`src/rtl/bcd_div3_scheduler_if.sv`:
```
// Requester and result handshake bundle for bcd_div3_scheduler.
interface bcd_div3_scheduler_if #(
  parameter int unsigned NUM_DIGITS = 4
) ();
  logic                    req0;
  logic [4*NUM_DIGITS-1:0] din0;
  logic                    ack0;
  logic                    req1;
  logic [4*NUM_DIGITS-1:0] din1;
  logic                    ack1;
  logic                    res_valid;
  logic                    res_ready;
  logic                    res_div3;
  logic                    res_invalid;
  logic                    res_id;

  // Requesters and result consumer
  modport master (
    output req0, din0, req1, din1, res_ready,
    input  ack0, ack1, res_valid, res_div3, res_invalid, res_id
  );

  // Scheduler side
  modport slave (
    input  req0, din0, req1, din1, res_ready,
    output ack0, ack1, res_valid, res_div3, res_invalid, res_id
  );
endinterface

```
`src/rtl/bcd_div3_scheduler.sv`:
```
// Two-requester round-robin front end with a serial BCD mod-3 engine.
// One digit is folded per cycle, LSD first; the result is held until accepted.
module bcd_div3_scheduler #(
  parameter int unsigned NUM_DIGITS = 4
) (
  input  logic                    clk,
  input  logic                    rst,
  bcd_div3_scheduler_if.slave     bus,
  output logic                    busy
);

  localparam int unsigned W    = 4 * NUM_DIGITS;
  localparam int unsigned CntW = (NUM_DIGITS > 1) ? $clog2(NUM_DIGITS) : 1;
  localparam logic [CntW-1:0] LastCnt = CntW'(NUM_DIGITS - 1);

  typedef enum logic [1:0] {StIdle, StRun, StDone} state_e;

  state_e          state_q, state_d;
  logic [W-1:0]    shreg_q, shreg_d;
  logic [1:0]      residue_q, residue_d;
  logic            invalid_q, invalid_d;
  logic [CntW-1:0] cnt_q, cnt_d;
  logic            ack0_q, ack0_d;
  logic            ack1_q, ack1_d;
  logic            res_valid_q, res_valid_d;
  logic            res_div3_q, res_div3_d;
  logic            res_invalid_q, res_invalid_d;
  logic            res_id_q, res_id_d;
  logic            last_q, last_d;  // id of last accepted grant
  logic            busy_q, busy_d;

  logic [3:0]      digit;
  logic [1:0]      dig_mod3;
  logic [2:0]      sum;
  logic            grant1;

  assign digit = shreg_q[3:0];

  // Digit mod 3 lookup, defined for all 16 nibble values
  always_comb begin
    dig_mod3 = 2'd0;
    unique case (digit)
      4'd1, 4'd4, 4'd7, 4'd10, 4'd13: dig_mod3 = 2'd1;
      4'd2, 4'd5, 4'd8, 4'd11, 4'd14: dig_mod3 = 2'd2;
      default:                        dig_mod3 = 2'd0;
    endcase
  end

  // Next-state and output logic for the IDLE/RUN/DONE sequencer
  always_comb begin
    state_d       = state_q;
    shreg_d       = shreg_q;
    residue_d     = residue_q;
    invalid_d     = invalid_q;
    cnt_d         = cnt_q;
    ack0_d        = 1'b0;
    ack1_d        = 1'b0;
    res_valid_d   = res_valid_q;
    res_div3_d    = res_div3_q;
    res_invalid_d = res_invalid_q;
    res_id_d      = res_id_q;
    last_d        = last_q;
    grant1        = 1'b0;
    sum           = {1'b0, residue_q} + {1'b0, dig_mod3};

    unique case (state_q)
      StIdle: begin
        if (bus.req0 || bus.req1) begin
          // Requester 1 wins alone, or on contention when 0 held the last grant
          grant1    = bus.req1 & (~bus.req0 | ~last_q);
          shreg_d   = grant1 ? bus.din1 : bus.din0;
          residue_d = 2'd0;
          invalid_d = 1'b0;
          cnt_d     = '0;
          res_id_d  = grant1;
          ack0_d    = ~grant1;
          ack1_d    = grant1;
          state_d   = StRun;
        end
      end
      StRun: begin
        unique case (sum)
          3'd1, 3'd4: residue_d = 2'd1;
          3'd2:       residue_d = 2'd2;
          default:    residue_d = 2'd0;
        endcase
        invalid_d = invalid_q | (digit > 4'd9);
        shreg_d   = shreg_q >> 4;
        cnt_d     = cnt_q + CntW'(1);
        if (cnt_q == LastCnt) begin
          cnt_d         = '0;
          res_valid_d   = 1'b1;
          res_div3_d    = (residue_d == 2'd0) & ~invalid_d;
          res_invalid_d = invalid_d;
          state_d       = StDone;
        end
      end
      StDone: begin
        if (res_valid_q && bus.res_ready) begin
          res_valid_d = 1'b0;
          last_d      = res_id_q;
          state_d     = StIdle;
        end
      end
      default: state_d = StIdle;
    endcase

    busy_d = (state_d != StIdle);
  end

  // State registers; reset leaves requester 0 with priority
  always_ff @(posedge clk or posedge rst) begin
    if (rst) begin
      state_q       <= StIdle;
      shreg_q       <= '0;
      residue_q     <= 2'd0;
      invalid_q     <= 1'b0;
      cnt_q         <= '0;
      ack0_q        <= 1'b0;
      ack1_q        <= 1'b0;
      res_valid_q   <= 1'b0;
      res_div3_q    <= 1'b0;
      res_invalid_q <= 1'b0;
      res_id_q      <= 1'b0;
      last_q        <= 1'b1;
      busy_q        <= 1'b0;
    end else begin
      state_q       <= state_d;
      shreg_q       <= shreg_d;
      residue_q     <= residue_d;
      invalid_q     <= invalid_d;
      cnt_q         <= cnt_d;
      ack0_q        <= ack0_d;
      ack1_q        <= ack1_d;
      res_valid_q   <= res_valid_d;
      res_div3_q    <= res_div3_d;
      res_invalid_q <= res_invalid_d;
      res_id_q      <= res_id_d;
      last_q        <= last_d;
      busy_q        <= busy_d;
    end
  end

  assign bus.ack0        = ack0_q;
  assign bus.ack1        = ack1_q;
  assign bus.res_valid   = res_valid_q;
  assign bus.res_div3    = res_div3_q;
  assign bus.res_invalid = res_invalid_q;
  assign bus.res_id      = res_id_q;
  assign busy            = busy_q;

endmodule

```
`src/flat_wrapper.sv`:
```
// flat-port wrapper written by rule: the top's interface ports become plain ports
module bcd_div3_scheduler_flat 
#(
  parameter int unsigned NUM_DIGITS = 4
)
  (clk, rst, busy, bus_req0, bus_din0, bus_req1, bus_din1, bus_res_ready, bus_ack0, bus_ack1, bus_res_valid, bus_res_div3, bus_res_invalid, bus_res_id);
  bcd_div3_scheduler_if #(.NUM_DIGITS(NUM_DIGITS)) bus_i ();
  input  logic clk;
  input  logic rst;
  output logic busy;
  input wire logic [$bits(bus_i.req0)-1:0] bus_req0;
  input wire logic [$bits(bus_i.din0)-1:0] bus_din0;
  input wire logic [$bits(bus_i.req1)-1:0] bus_req1;
  input wire logic [$bits(bus_i.din1)-1:0] bus_din1;
  input wire logic [$bits(bus_i.res_ready)-1:0] bus_res_ready;
  output wire logic [$bits(bus_i.ack0)-1:0] bus_ack0;
  output wire logic [$bits(bus_i.ack1)-1:0] bus_ack1;
  output wire logic [$bits(bus_i.res_valid)-1:0] bus_res_valid;
  output wire logic [$bits(bus_i.res_div3)-1:0] bus_res_div3;
  output wire logic [$bits(bus_i.res_invalid)-1:0] bus_res_invalid;
  output wire logic [$bits(bus_i.res_id)-1:0] bus_res_id;
  assign bus_i.req0 = bus_req0;
  assign bus_i.din0 = bus_din0;
  assign bus_i.req1 = bus_req1;
  assign bus_i.din1 = bus_din1;
  assign bus_i.res_ready = bus_res_ready;
  assign bus_ack0 = bus_i.ack0;
  assign bus_ack1 = bus_i.ack1;
  assign bus_res_valid = bus_i.res_valid;
  assign bus_res_div3 = bus_i.res_div3;
  assign bus_res_invalid = bus_i.res_invalid;
  assign bus_res_id = bus_i.res_id;
  bcd_div3_scheduler #(.NUM_DIGITS(NUM_DIGITS)) u_core (.clk(clk), .rst(rst), .bus(bus_i), .busy(busy));
endmodule
```
`config.mk`:
```
export PLATFORM = sky130hd
export DESIGN_NAME = bcd_div3_scheduler_flat
export DESIGN_NICKNAME = d
export VERILOG_FILES = /design/src/rtl/bcd_div3_scheduler_if.sv /design/src/rtl/bcd_div3_scheduler.sv /design/src/flat_wrapper.sv
export SDC_FILE = /design/constraint.sdc
export NUM_CORES = 1
export LEC_CHECK = 0
export ABC_AREA = 1
export ABC_CLOCK_PERIOD_IN_PS = 4700
export CORE_AREA = 4 4 81 53
export CTS_CLUSTER_DIAMETER = 200
export DETAILED_ROUTE_END_ITERATION = 8
export DIE_AREA = 0 0 85 57
export PLACE_DENSITY = 0.86
export SETUP_SLACK_MARGIN = 0.15
export SLEW_MARGIN = 20
export SYNTH_ARGS = -nofsm -noshare
export SYNTH_HDL_FRONTEND = slang
export SYNTH_SLANG_ARGS = --single-unit
```
`constraint.sdc`:
```
create_clock -name clk -period 4.7 [get_ports clk]
set_clock_uncertainty 0.15 [all_clocks]
set_input_delay 0.94 -clock clk [delete_from_list [all_inputs] [get_ports clk]]
set_output_delay 0.94 -clock clk [all_outputs]
set_load 0.01 [all_outputs]
```
==> After elaboration in Yosys (flattened, before gate mapping) <==
Memory sizes are Yosys's and may differ from the RTL's.
Cells that the tools add are included.
{ "op_classes": {"n_mux": 22, "reduce_logical": 13, "bitwise_logic": 8, "magnitude_cmp": 1, "n_addsub": 2, "eq_ne": 9} }
{ "op_table": {"columns": ["operator", "n"], "rows": [
  ["$mux W16", 2],
  ["$pmux W16 S2", 1],
  ["$mux W2", 6],
  ["$pmux W2 S2", 3],
  ["$reduce_and A2 Y1", 4],
  ["$mux W1", 7],
  ["$ne A2 B1 Y1 const B", 3],
  ["$pmux W2 S3", 1],
  ["$reduce_bool A2 Y1", 3],
  ["$eq A2 B2 Y1 const B", 2],
  ["$gt A4 B4 Y1 const B", 1],
  ["$logic_not A2 Y1", 2],
  ["$not A1 Y1", 4],
  ["$pmux W1 S2", 2],
  ["$add A2 B2 Y3", 1],
  ["$eq A3 B1 Y1 const B", 1],
  ["$eq A3 B2 Y1 const B", 1],
  ["$eq A3 B3 Y1 const B", 1],
  ["$reduce_and A3 Y1", 1],
  ["$add A2 B1 Y2 const B", 1],
  ["$and A1 B1 Y1", 2],
  ["$eq A2 B1 Y1 const B", 1],
  ["$or A1 B1 Y1", 2],
  ["$reduce_or A2 Y1", 1],
  ["other kinds (2)", 2]
]} }
{ "word_totals": {"romBits": 32, "in_bits": 37, "out_inout_bits": 7, "ff_bits": 31, "elab_cells": 69, "mem_count": 1} }
{ "mem_list": {"columns": ["name", "words", "word_bits", "rd", "rd_clocked_by_memory_dff", "wr", "line_no", "rtl"], "rows": [
  ["(name not given)", 16, 2, 1, 0, 0, "bcd_div3_scheduler.sv:42", "unique case (digit)"]
]} }

==> Depth between registers and ports, before layout <==
An unclocked memory read counts as a cell.
{ "logic_depth": {"depth_word": 8, "mapped_depth": 14, "ltp_nobuf": 14} }

==> Worst setup path before layout <==
No wires, ideal clock.
{ "synth_path": {"path_type": "register -> register", "start": "register u_core.shreg_q[0]", "end": "register u_core.res_div3_q, in the netlist u_core.bus.res_div3", "arrival_ns": 1.862, "n_path_buf": 0, "setup_ns": 0.124, "path_stages_with_launch": 13, "required_time_ns": 4.426, "slack_ns": 2.564, "period_less_slack_ns": 2.136, "cell_sequence": "dfrtp_1 inv_1 ha_1 o211ai_1 o21ai_0 inv_1 ha_1 inv_1 fa_1 nor2_1 nand2_1 nand2_1 o21bai_1"} }
{ "synth_via": {"elab_chain_len": 8, "word_cells_on_any_way": 13, "cone_classes": "add/sub: 1; order compare: 1; eq/ne: 3; mux: 2; bitwise: 3; reduce/logical: 2; memory: 1"} }
{ "synth_lines": {"columns": ["element", "line_no", "rtl"], "rows": [
  ["start: declaration", "bcd_div3_scheduler.sv:19", "logic [W-1:0] shreg_q, shreg_d;"],
  ["start signal: assignment", "bcd_div3_scheduler.sv:129", "shreg_q <= shreg_d;"],
  ["$mem_v2 Z16 W2", null, null],
  ["$add A2 B2 Y3", "bcd_div3_scheduler.sv:64", "sum = {1'b0, residue_q} + {1'b0, dig_mod3};"],
  ["$eq A3 B1 Y1 / $eq A3 B3 Y1 (equally long branches)", "bcd_div3_scheduler.sv:82", "unique case (sum)"],
  ["$reduce_or A2 Y1", "bcd_div3_scheduler.sv:82", null],
  ["$pmux W2 S2", "bcd_div3_scheduler.sv:82", null],
  ["$mux W2", "bcd_div3_scheduler.sv:66", "unique case (state_q)"],
  ["$logic_not A2 Y1", "bcd_div3_scheduler.sv:93", "res_div3_d = (residue_d == 2'd0) & ~invalid_d;"],
  ["$and A1 B1 Y1 *", "bcd_div3_scheduler.sv:93", null],
  ["end signal: assignment", "bcd_div3_scheduler.sv:136", "res_div3_q <= res_div3_d;"],
  ["end: declaration", "bcd_div3_scheduler.sv:26", "logic res_div3_q, res_div3_d;"]
]} }
Every way passes the cells marked *; elsewhere a longest branch is shown, timed or not. The select of a mux whose other input is x is not followed.
A chain may end at the register's enable or synchronous reset.

==> Worst setup path after layout <==
{ "layout_path": {"start": "input bus_req0", "end": "register u_core.shreg_q[2]"} }
{ "layout_via": {"elab_chain_len": 6, "word_cells_on_any_way": 9, "cone_classes": "eq/ne: 1; mux: 3; bitwise: 3; reduce/logical: 2"} }
{ "layout_lines": {"columns": ["element", "line_no", "rtl"], "rows": [
  ["start: declaration", "flat_wrapper.sv:11", "input wire logic [$bits(bus_i.req0)-1:0] bus_req0;"],
  ["$not A1 Y1", "bcd_div3_scheduler.sv:70", "grant1 = bus.req1 & (~bus.req0 | ~last_q);"],
  ["$or A1 B1 Y1", "bcd_div3_scheduler.sv:70", null],
  ["$and A1 B1 Y1", "bcd_div3_scheduler.sv:70", null],
  ["$mux W16", "bcd_div3_scheduler.sv:71", "shreg_d = grant1 ? bus.din1 : bus.din0;"],
  ["$mux W16", "bcd_div3_scheduler.sv:68", "if (bus.req0 || bus.req1) begin"],
  ["$pmux W16 S2", "bcd_div3_scheduler.sv:66", null]
]} }
Parallel ways exist; a longest one is shown, timed or not. The select of a mux whose other input is x is not followed.

==> run_results.csv <==
group,metric,value,unit
placed_design,hpwl,3190,um
timing,setup_viol,0,
cells_and_area,fin_nets,337,
timing,finalCriticalPeriod,2.66,ns
cts,cts_tree,"done",
timing,final_max_slew_viol_count,0,
timing,slew_headroom,0.534,
global_routing,grt_pass1_wl,6760,um
timing,rsz0062_at_grt,"no",
floorplan,fp.coreArea,0.00355,mm^2
worst_setup_path,cp.required,4.71,ns
synth,ys.warnings.count,0,
floorplan,die_x,85,um
pwr,power,1.41,mW
timing,fmax,0.377,GHz
timing,hold_viol_final,0,
global_routing,overflow,0,
floorplan,die_area,0.00485,mm^2
floorplan,die_h,57,um
placed_design,gp_routability_congestion,0.804,
pwr,p_leak,1.19,nW
job,maxCapViolCount,0,
drt,firstDrtPassIters,4,
cts,clk_pin_slew,0.07,ns
worst_setup_path,end_kind,"flop",
worst_setup_path,cp_max_fo,22,
timing,finalCritPeriodShare,0.565,
placed_design,pre_cts_ws,1.73,ns
drt,drt-initial-drc-count,59,
pwr,ir_drop,0.323,mV
placed_design,port_buffers,43,
synth,synthCells,243,
timing,final.hold.worst_slack,0.335,ns
drt,vias,1628,
worst_setup_path,crit_path_cell_trace,"clkdlybuf4s50_1, nand2_1, nand2_1, inv_2, nand2_1, nand2_1, nand2_1, nand3_1",
cts,ctsHtreeMaxLevel,2,
cells_and_area,final_common_cell,"nand2_1",
synth,synth_top_area_cell,"dfrtp_1",
pwr,p_per_area,601,mW/mm^2
synth,avgSynthCellArea,7.37,um^2
floorplan,start_util,0.504,
worst_setup_path,max_stage_delay,0.55,ns
global_routing,antenna_found_initial,0,
cts,cts_resized,0,
drt,via_per_inst,4.82,
timing,setup_ws,2.04,ns
worst_setup_path,worst_path_max_delay_cell,"nand2_1",
synth,synth.distinct_cells,22,
worst_setup_path,cp-start-kind,"input port",
drt,routed_wl,4090,um
cells_and_area,final_cell_mix,"nand2_1, clkdlybuf4s50_1, dfrtp_1",
drt,ant_nets,0,
cts,postCtsSetupRepairBufs,0,
synth,synth_top_cell_area_share,0.419,
cells_and_area,antenna_cells,0,
drt,drc,0,
drt,wl_per_cell,12.1,um
worst_setup_path,cp_data_arrival_time,2.67,ns
timing,setup_tns,0,ns
synth,ys_top_cells_by_area,"dfrtp_1, nand2_1, nand3_1",
worst_setup_path,rr_worst_depth,12,
worst_setup_path,criticalPathCategory,"input port to flop",
worst_setup_path,path_common_cell,"nand2_1",
synth,ys_ff_latch,31,
cts,cts-root-buf,"clkbuf_8",
cells_and_area,layout-drive-gt1-share,0.0722,
status,status,"finished, final reports clean",
floorplan,core.rowCount,17,
global_routing,grt_max_degree,28,
cts,clk_latency,0.28,ns
cts,cts_buffer_depth,2,
cells_and_area,area_growth_syn_to_layout,30.5,%
cts,cts_made_buffers,5,
synth,synth_area,0.00179,mm^2
timing,tightest_slew,0.697,ns
synth,yosysSeqAreaShare,0.434,
synth,syn_nets,290,
hold_path,hold_depth,2,
cts,hold_buffers,0,
floorplan,pin_count,44,
global_routing,grt.total_usage,0.176,
cts,clock-sinks,31,
hold_path,hp-class,"flop to flop",
global_routing,grt_pass1_vias,1577,
[synth_stat cells, drive strengths merged]
cell / n
a21oi: 2
buf: 4
o22ai: 1
or2: 5
inv: 29
nand3: 25
o21a: 1
dfstp: 1
nor2: 14
o211ai: 1
o21bai: 2
nand2: 103
o21ai: 15
fa: 1
dfrtp: 30
ha: 9
[stage by stage]
| stage | instance area [um^2] | util | instances |
|---|---|---|---|
| after detailed placement | 2260 | 0.636 | 330 |
| after global routing | 2340 | 0.658 | 338 |
| after global placement | 2260 | 0.636 | 330 |
| after floorplan | 1790 | - | 243 |
| after CTS | 2340 | 0.658 | 338 |
| final | 2340 | 0.658 | 338 |
[where the power goes]
group | total, mW | internal [mW] | switching, mW
combinational | 0.743 | 0.304 | 0.439
sequential | 0.464 | 0.392 | 0.0719
clock | 0.200 | 0.105 | 0.0947
total | 1.41 | 0.801 | 0.605
[path summary, 6_finish.rpt]
path | from | slack, ns | end
max in group asynchronous | rst | 2.92 | u_core.last_q
min in group asynchronous | rst | 0.89 | u_core.shreg_q[1]
hold / removal | u_core.shreg_q[14] | 0.33 | u_core.shreg_q[14]
setup / recovery | bus_req0 | 2.04 | u_core.shreg_q[2]
setup reg to reg | u_core.shreg_q[0] | 2.40 | u_core.bus.res_div3
hold reg to reg | u_core.shreg_q[14] | 0.33 | u_core.shreg_q[14]
[per-layer routing]
| metal | up-vias | track usage | share of wire |
|---|---|---|---|
| met2 | 44 | 0.289 | 0.44 |
| met5 | - | 0 | 0 |
| li1 | 848 | - | - |
| met4 | 0 | 0.0632 | 0.012 |
| met1 | 731 | 0.217 | 0.47 |
| met3 | 5 | 0.0620 | 0.074 |
[sequential cells by signal, summed over array words and instances (netlist names)]
signal,count
u_core.bus.res_valid,1
u_core.last_q,1
u_core.bus.ack0,1
u_core.bus.res_invalid,1
u_core.busy,1
u_core.invalid_q,1
u_core.bus.ack1,1
u_core.bus.res_id,1
u_core.shreg_q,16
u_core.residue_q,2
u_core.bus.res_div3,1
u_core.state_q,2
u_core.cnt_q,2
[cell type report]
class / count / area, um^2
clock buffers: 8 / 80.1
fillers: 316 / 1210
inverters: 29 / 111
multi-input cells: 179 / 873
flip-flops and latches: 31 / 777
well taps: 47 / 58.8
repair buffers: 44 / 438
[critical path: cells and delay by family]
family | cells | cell delay [ns]
and+or+nand+nor | 6 | 0.98
buffers and inverters | 2 | 0.74
[cells by family (layout without fill, tap and decap cells)]
kind of cell,count (synthesis),after routing,share of synthesized area
AND/OR/NAND/NOR,147,147,0.339
buffers and inverters,33,81,0.0789
AO/OA/AOI/OAI,22,22,0.0740
flip-flops,31,31,0.434
adder cells (fa/ha/maj),10,10,0.0740
(Power assumes the default switching activity.)
